`src/rtl/seq_pkg.sv`:
```
// ============================================================================
//  Module : seq_pkg
//  Shared direction encodings and index-width helper for the ring sequencer.
//  Rev    : 1.0
// ============================================================================
`default_nettype none

package seq_pkg;

    localparam logic DIR_FWD = 1'b0;
    localparam logic DIR_BWD = 1'b1;

    // Width of the rotation index; a 1-bit index is kept even when N < 2.
    function automatic int idx_width(input int n);
        int w;
        w = $clog2(n);
        return (w < 1) ? 1 : w;
    endfunction

endpackage

`default_nettype wire

```
`src/rtl/seq_tick_gen.sv`:
```
// ============================================================================
//  Module : seq_tick_gen
//  Free-running NP-bit prescaler producing a one-cycle clock-enable pulse.
//  Rev    : 1.0
// ============================================================================
`default_nettype none

module seq_tick_gen #(
    parameter int NP = 23
) (
    input  logic clk,
    input  logic rst,
    input  logic en,
    output logic ptick
);

    logic [NP-1:0] count;

    // Natural overflow gives the wrap to zero on the pulse cycle.
    always_ff @(posedge clk or negedge rst) begin
        if (!rst) begin
            count <= '0;
        end else if (en) begin
            count <= count + NP'(1);
        end
    end

    assign ptick = en & (&count);

endmodule

`default_nettype wire

```
`src/rtl/ring_sequencer.sv`:
```
// ============================================================================
//  Module : ring_sequencer
//  N-stage, W-bit rotating pattern register with prescaled or manual advance.
//  Rev    : 1.0
// ============================================================================
`default_nettype none

module ring_sequencer
    import seq_pkg::*;
#(
    parameter int             W    = 4,
    parameter int             N    = 4,
    parameter int             NP   = 23,
    parameter logic [N*W-1:0] INIT = 16'h0569
) (
    input  logic                     clk,
    input  logic                     rst,
    input  logic                     en,
    input  logic                     dir,
    input  logic                     step,
    input  logic                     load,
    input  logic [N*W-1:0]           load_data,
    output logic [W-1:0]             data,
    output logic [idx_width(N)-1:0]  idx,
    output logic                     tick
);

    localparam int            IW       = idx_width(N);
    localparam logic [IW-1:0] IDX_LAST = IW'(N - 1);

    logic           ptick;
    logic           adv;
    logic [N*W-1:0] ring;
    logic [N*W-1:0] ring_fwd;
    logic [N*W-1:0] ring_bwd;
    logic [IW-1:0]  idx_nxt;

    seq_tick_gen #(
        .NP (NP)
    ) u_tick_gen (
        .clk   (clk),
        .rst   (rst),
        .en    (en),
        .ptick (ptick)
    );

    assign adv = ptick | step;

    // Both rotated images are precomputed; stage i reads its neighbour.
    generate
        for (genvar i = 0; i < N; i++) begin : g_stage
            localparam int PREV = (i == 0)     ? N - 1 : i - 1;
            localparam int NEXT = (i == N - 1) ? 0     : i + 1;
            assign ring_fwd[i*W +: W] = ring[PREV*W +: W];
            assign ring_bwd[i*W +: W] = ring[NEXT*W +: W];
        end
    endgenerate

    always_ff @(posedge clk or negedge rst) begin
        if (!rst) begin
            ring <= INIT;
        end else if (load) begin
            ring <= load_data;
        end else if (adv) begin
            ring <= (dir == DIR_BWD) ? ring_bwd : ring_fwd;
        end
    end

    // Explicit wrap compare so non-power-of-two depths never reach N.
    always_comb begin
        idx_nxt = idx;
        if (load) begin
            idx_nxt = '0;
        end else if (adv) begin
            if (dir == DIR_FWD) begin
                idx_nxt = (idx == IDX_LAST) ? '0 : idx + IW'(1);
            end else begin
                idx_nxt = (idx == '0) ? IDX_LAST : idx - IW'(1);
            end
        end
    end

    always_ff @(posedge clk or negedge rst) begin
        if (!rst) begin
            idx  <= '0;
            tick <= 1'b0;
        end else begin
            idx  <= idx_nxt;
            tick <= adv & ~load;
        end
    end

    assign data = ring[(N-1)*W +: W];

endmodule

`default_nettype wire

```
`config.mk`:
```
export PLATFORM = sky130hd
export DESIGN_NAME = ring_sequencer
export DESIGN_NICKNAME = d
export VERILOG_FILES = /design/src/rtl/seq_pkg.sv /design/src/rtl/seq_tick_gen.sv /design/src/rtl/ring_sequencer.sv
export SDC_FILE = /design/constraint.sdc
export NUM_CORES = 1
export LEC_CHECK = 0
export BUFFER_PORTS_ARGS = -buffer_cell sky130_fd_sc_hd__buf_2
export CAP_MARGIN = 20
export CORE_MARGIN = 4
export CORE_UTILIZATION = 40
export CTS_CLUSTER_SIZE = 25
export DETAILED_ROUTE_END_ITERATION = 16
export HOLD_SLACK_MARGIN = 0.08
export SLEW_MARGIN = 5
export SYNTH_ARGS = -nofsm -noshare
export SYNTH_HDL_FRONTEND = slang
export SYNTH_SLANG_ARGS = --single-unit
```
`constraint.sdc`:
```
create_clock -name clk -period 3.9 [get_ports clk]
set_input_delay 0.585 -clock clk [delete_from_list [all_inputs] [get_ports clk]]
set_output_delay 0.585 -clock clk [all_outputs]
set_load 0.01 [all_outputs]
```
==> report_table.html <==
<table>
<tr><th>Metric</th><th>Value</th></tr>
<tr><th colspan="2">GRT</th></tr>
<tr><td>Wire length of the first global-routing pass</td><td>around 8.7 mm</td></tr>
<tr><td>Most congested layer reported by global routing</td><td>met2</td></tr>
<tr><td>Via count of the first global-routing pass</td><td>between 1,500 and 2,000</td></tr>
<tr><td>Global routing usage on met1</td><td>20.22%</td></tr>
<tr><td>Met3 Usage GRT</td><td>~2.6%</td></tr>
<tr><td>Total routing usage reported by global routing</td><td>between 10% and 20%</td></tr>
<tr><td>Number of antenna violations at the first check in global routing</td><td>0</td></tr>
<tr><td>Residual overflow from global routing</td><td>0</td></tr>
<tr><td>Pin count of the biggest net entering global routing</td><td>55</td></tr>
<tr><td>M2 GR Usage</td><td>~22%</td></tr>
<tr><th colspan="2">Finish</th></tr>
<tr><td>Non-filler cells in the finished layout</td><td>~330</td></tr>
<tr><td>Post-Layout Inst Area</td><td>~2800 um2</td></tr>
<tr><td>Count of inserted antenna diode cells</td><td>0</td></tr>
<tr><td>Area growth syn-to-layout</td><td>8.974%</td></tr>
<tr><td>Layout cells sized above 1</td><td>a little under a third</td></tr>
<tr><td>Layout fillers</td><td>574</td></tr>
<tr><td>Count of nets after finishing</td><td>approximately 280</td></tr>
<tr><th colspan="2">Synthesis</th></tr>
<tr><td>Proportion of register bits with asynchronous set or reset after synthesis</td><td>100.0%</td></tr>
<tr><td>Number of distinct library cells after synthesis</td><td>34</td></tr>
<tr><td>Synth area leader</td><td>sky130_fd_sc_hd__dfrtp_1</td></tr>
<tr><td>Flip-flop cell with the highest count after synthesis</td><td>sky130_fd_sc_hd__dfrtp_1</td></tr>
<tr><td>Post-Syn Area</td><td>between 2000 and 3000 um2</td></tr>
<tr><td>Warnings, synthesis</td><td>0</td></tr>
<tr><td>Area contributors post-synth</td><td>sky130_fd_sc_hd__dfrtp_1 36%, sky130_fd_sc_hd__mux2_2 7.5%, sky130_fd_sc_hd__xnor2_1 6.6%, sky130_fd_sc_hd__dfstp_2 6.2%, sky130_fd_sc_hd__o211ai_2 4.9%</td></tr>
<tr><td>Area share of the largest cell type after synthesis</td><td>between 30 and 40%</td></tr>
<tr><td>Number of flops mapped to enable cells by yosys</td><td>0</td></tr>
<tr><td>Per-instance average area after synthesis</td><td>~10 um2</td></tr>
<tr><td>Total nets after synthesis</td><td>roughly 270</td></tr>
<tr><td>Synthesized netlist cell count</td><td>approximately 240</td></tr>
<tr><td>Flops &amp; latches, synth</td><td>42</td></tr>
<tr><td>Register area share after synthesis</td><td>a little over two fifths</td></tr>
<tr><th colspan="2">Floorplan</th></tr>
<tr><td>Area of the core region</td><td>6026 um2</td></tr>
<tr><td>Starting density of the core</td><td>between 40% and 50%</td></tr>
<tr><td>Floorplan row count</td><td>28</td></tr>
<tr><td>Y dimension of the die</td><td>87.65 um</td></tr>
<tr><td># IOs</td><td>29</td></tr>
<tr><td>Die Outline Area</td><td>just under 8000 um2</td></tr>
<tr><td>Die width</td><td>between 80 and 90 um</td></tr>
<tr><th colspan="2">Pwr</th></tr>
<tr><td>Fraction of power spent switching nets</td><td>about 29%</td></tr>
<tr><td>P_leak</td><td>1.160 nW</td></tr>
<tr><td>Power density relative to cell area</td><td>~380 nW/um2</td></tr>
<tr><td>Internal power</td><td>about 0.00075 W</td></tr>
<tr><td>Worst supply voltage drop on vdd</td><td>around 170 uV</td></tr>
<tr><td>Logic pwr share</td><td>19.7%</td></tr>
<tr><td>Overall power of the completed layout</td><td>0.001055 W</td></tr>
<tr><td>Clock network fraction of design power</td><td>28.2%</td></tr>
<tr><td>Power share of the sequential group</td><td>52.1%</td></tr>
<tr><td>Net load switching power</td><td>between 0.0003 and 0.0004 W</td></tr>
<tr><th colspan="2">CTS</th></tr>
<tr><td>Clk root buf</td><td>sky130_fd_sc_hd__clkbuf_8</td></tr>
<tr><td>Max H-tree Level</td><td>2</td></tr>
<tr><td>Total clock buffers created by CTS</td><td>5</td></tr>
<tr><td>Clock tree sinks</td><td>42</td></tr>
<tr><td>Buffers inserted during post-CTS setup optimization</td><td>0</td></tr>
<tr><td>Clock transition at the registers of the reported paths</td><td>around 90 ps</td></tr>
<tr><td>Maximum clock path buffer count</td><td>2</td></tr>
<tr><td>CTS tree</td><td>built</td></tr>
<tr><td>Clock network latency to the later pin of the worst-skew pair</td><td>approximately 290 ps</td></tr>
<tr><td>Hold-fix buffer count after cts</td><td>0</td></tr>
<tr><td>Number of gates given a new drive strength after cts</td><td>0</td></tr>
<tr><th colspan="2">Placement</th></tr>
<tr><td>Half-perimeter wire length after placement</td><td>roughly 3.4 mm</td></tr>
<tr><td>Placer congestion estimate</td><td>between 0.7 and 0.8</td></tr>
<tr><td>Number of port buffers</td><td>28</td></tr>
<tr><td>Cell count after placement</td><td>326</td></tr>
<tr><td>Instance area after placement</td><td>between 2000 and 3000 um2</td></tr>
<tr><th colspan="2">Timing</th></tr>
<tr><td>Max Freq</td><td>0.4640 GHz</td></tr>
<tr><td>Normalized max-slew margin</td><td>a little over a third</td></tr>
<tr><td>Post-route fraction of the period consumed by the critical path</td><td>about 55%</td></tr>
<tr><td>Fin. max-slew vios</td><td>0</td></tr>
<tr><td>Final period demand of the worst path</td><td>between 2000 and 2500 ps</td></tr>
<tr><td>Fin. Hold Viols</td><td>0</td></tr>
<tr><td>Transition time at the pin with the least slew margin</td><td>~970 ps</td></tr>
<tr><td>Worst hold slack across all endpoints</td><td>442.7 ps</td></tr>
<tr><td>Setup repair after global routing missed its margin</td><td>no</td></tr>
<tr><td>Final-layout setup total negative slack</td><td>0 ps</td></tr>
<tr><td>Final setup violation count</td><td>0</td></tr>
<tr><td>Worst-case clock skew</td><td>between 10 and 15 ps</td></tr>
<tr><th colspan="2">Job</th></tr>
<tr><td>Max-cap violations</td><td>0</td></tr>
<tr><th colspan="2">Drt</th></tr>
<tr><td>Total iterations of the first detailed-routing run</td><td>4</td></tr>
<tr><td>Residual DRC</td><td>0</td></tr>
<tr><td>Avg Vias per Cell</td><td>roughly 5.5</td></tr>
<tr><td>Total wire length</td><td>between 5 and 6 mm</td></tr>
<tr><td>Number of design-rule violations left by the first detailed-router iteration</td><td>101</td></tr>
<tr><td>Total via count in the routed design</td><td>between 1,500 and 2,000</td></tr>
<tr><td>Number of routed nets with antenna violations</td><td>0</td></tr>
<tr><td>Routed wire length per instance</td><td>15.31 um</td></tr>
<tr><th colspan="2">Setup path</th></tr>
<tr><td>Critical path fanouts, max</td><td>17</td></tr>
<tr><td>Worst reg2reg path endpoint</td><td>ring[4]</td></tr>
<tr><td>Reg-to-Reg Start</td><td>u_tick_gen.count[0]</td></tr>
<tr><td>Worst setup path category</td><td>reg2reg</td></tr>
<tr><td>Worst setup SP type</td><td>flip-flop</td></tr>
<tr><td>Type of destination of the critical path</td><td>flip-flop</td></tr>
<tr><td>Data arrival time of the worst path</td><td>2330 ps</td></tr>
<tr><td>R2R depth</td><td>5</td></tr>
<tr><td>Data required time of the worst path</td><td>slightly above 4000 ps</td></tr>
<tr><td>Slack of the worst reg-to-reg path</td><td>approximately 1700 ps</td></tr>
<tr><th colspan="2">Worst hold path</th></tr>
<tr><td>Type of the tightest min-delay check</td><td>in2async</td></tr>
<tr><th colspan="2">Outcome</th></tr>
<tr><td>Run status</td><td>complete, no violations</td></tr>
</table>
==> area by class of cell <==
cell class	count	area [um2]	area share, %
Clock buffer	6	82.58	2.986
Clock inverter	2	12.51	0.4525
Inverter	2	7.507	0.2715
Multi-Input combinational cell	177	1355	49.00
Sequential cell	42	1059	38.28
Tap cell	75	93.84	3.394
Timing Repair Buffer	30	155.1	5.611
==> metal layers <==
| layer | vias up | wire length [um] | share of wire [%] |
|---|---|---|---|
| met5 | - | 0 | 0 |
| met2 | 31 | 2283 | 45 |
| met3 | 6 | 188 | 3.7 |
| met4 | 0 | 60 | 1.2 |
| li1 | 906 | - | - |
| met1 | 888 | 2580 | 50 |
==> cells in the final DEF, fill, tap and decap left out <==
cell                         count
sky130_fd_sc_hd__a21oi_1         1
sky130_fd_sc_hd__a21oi_2         1
sky130_fd_sc_hd__a22oi_1        16
sky130_fd_sc_hd__and2_1          4
sky130_fd_sc_hd__and3_1          4
sky130_fd_sc_hd__and4_1          5
sky130_fd_sc_hd__and4_4          1
sky130_fd_sc_hd__buf_2          28
sky130_fd_sc_hd__buf_4           2
sky130_fd_sc_hd__clkbuf_8        6
sky130_fd_sc_hd__clkinv_2        1
sky130_fd_sc_hd__clkinvlp_4      1
sky130_fd_sc_hd__dfrtp_1        36
sky130_fd_sc_hd__dfstp_2         6
sky130_fd_sc_hd__ha_1            3
sky130_fd_sc_hd__inv_1           2
sky130_fd_sc_hd__mux2_2         17
sky130_fd_sc_hd__mux2_4          2
sky130_fd_sc_hd__nand2_1        10
sky130_fd_sc_hd__nand2_4         1
sky130_fd_sc_hd__nand2b_1       16
sky130_fd_sc_hd__nand3_1         6
sky130_fd_sc_hd__nand4_1         7
sky130_fd_sc_hd__nand4_2         1
sky130_fd_sc_hd__nor2_1          6
sky130_fd_sc_hd__nor2b_1         1
sky130_fd_sc_hd__nor3_1          2
sky130_fd_sc_hd__nor3b_1        16
sky130_fd_sc_hd__o211ai_1        6
sky130_fd_sc_hd__o211ai_2       10
sky130_fd_sc_hd__o21ai_0         7
sky130_fd_sc_hd__o21ai_1        10
sky130_fd_sc_hd__or2_2           1
sky130_fd_sc_hd__xnor2_1        19
sky130_fd_sc_hd__xor2_1          4
==> stage by stage <==
step,utilization [%],setup slack [ps]
6_report,45.89,1745
5_1_grt,45.89,1504
3_3_place_gp,44.31,1671
4_1_cts,45.89,1749
2_1_floorplan,-,2159
3_5_place_dp,44.31,1597
==> sequential cells by signal, summed over array words and instances, names as in the netlist <==
name              flops
idx                   2
ring                 16
tick                  1
u_tick_gen.count     23
==> kinds of logic after synthesis <==
kind of cell               Yosys count  share of synthesized area [%]
AOI/OAI and AO/OA                   51                          15.34
xor gates and xnor gates            23                          7.939
DFF                                 42                          41.72
muxes                               19                          8.728
buffers and inverters               23                          4.882
adders and majority gates            3                          1.479
and+or+nand+nor                     81                          19.92
==> worst max-delay path: stages, from the launching register on <==
cell	delay, ps
sky130_fd_sc_hd__dfrtp_1	400
sky130_fd_sc_hd__ha_1	180
sky130_fd_sc_hd__and3_1	210
sky130_fd_sc_hd__nand4_1	680
sky130_fd_sc_hd__o21ai_0	440
sky130_fd_sc_hd__o211ai_1	130
==> power by group through the flow <==
stage / registers, W / logic, W / clock network, W
final: 0.000549 / 0.000208 / 0.000297
after global placement: 0.000555 / 0.000207 / 0
after detailed placement: 0.000556 / 0.000213 / 0
after CTS: 0.000549 / 0.000212 / 0.000309
after floorplan: 0.000544 / 0.000167 / 0
after global routing: 0.000559 / 0.000235 / 0.000320
==> how the worst max path moves through the flow <==
stage,startpoint,endpoint
2_1_floorplan,u_tick_gen.count[0],idx[0]
3_3_place_gp,en,ring[5]
3_5_place_dp,en,ring[4]
4_1_cts,u_tick_gen.count[0],ring[11]
5_1_grt,u_tick_gen.count[0],ring[2]
6_report,u_tick_gen.count[0],ring[4]
==> synth_stat cells, types with 2 or more instances <==
| master | n |
|---|---|
| sky130_fd_sc_hd__a22oi_1 | 16 |
| sky130_fd_sc_hd__and2_1 | 4 |
| sky130_fd_sc_hd__and3_1 | 4 |
| sky130_fd_sc_hd__and4_1 | 5 |
| sky130_fd_sc_hd__buf_2 | 6 |
| sky130_fd_sc_hd__buf_4 | 6 |
| sky130_fd_sc_hd__clkbuf_1 | 8 |
| sky130_fd_sc_hd__dfrtp_1 | 36 |
| sky130_fd_sc_hd__dfstp_2 | 6 |
| sky130_fd_sc_hd__ha_1 | 3 |
| sky130_fd_sc_hd__inv_1 | 2 |
| sky130_fd_sc_hd__mux2_2 | 17 |
| sky130_fd_sc_hd__mux2_4 | 2 |
| sky130_fd_sc_hd__nand2_1 | 10 |
| sky130_fd_sc_hd__nand2b_1 | 16 |
| sky130_fd_sc_hd__nand3_1 | 6 |
| sky130_fd_sc_hd__nand4_1 | 7 |
| sky130_fd_sc_hd__nor2_1 | 6 |
| sky130_fd_sc_hd__nor3_1 | 2 |
| sky130_fd_sc_hd__nor3b_1 | 16 |
| sky130_fd_sc_hd__o211ai_1 | 6 |
| sky130_fd_sc_hd__o211ai_2 | 10 |
| sky130_fd_sc_hd__o21ai_0 | 7 |
| sky130_fd_sc_hd__o21ai_1 | 10 |
| sky130_fd_sc_hd__xnor2_1 | 19 |
| sky130_fd_sc_hd__xor2_1 | 4 |
No activity file was read; power rests on OpenSTA's default activity.
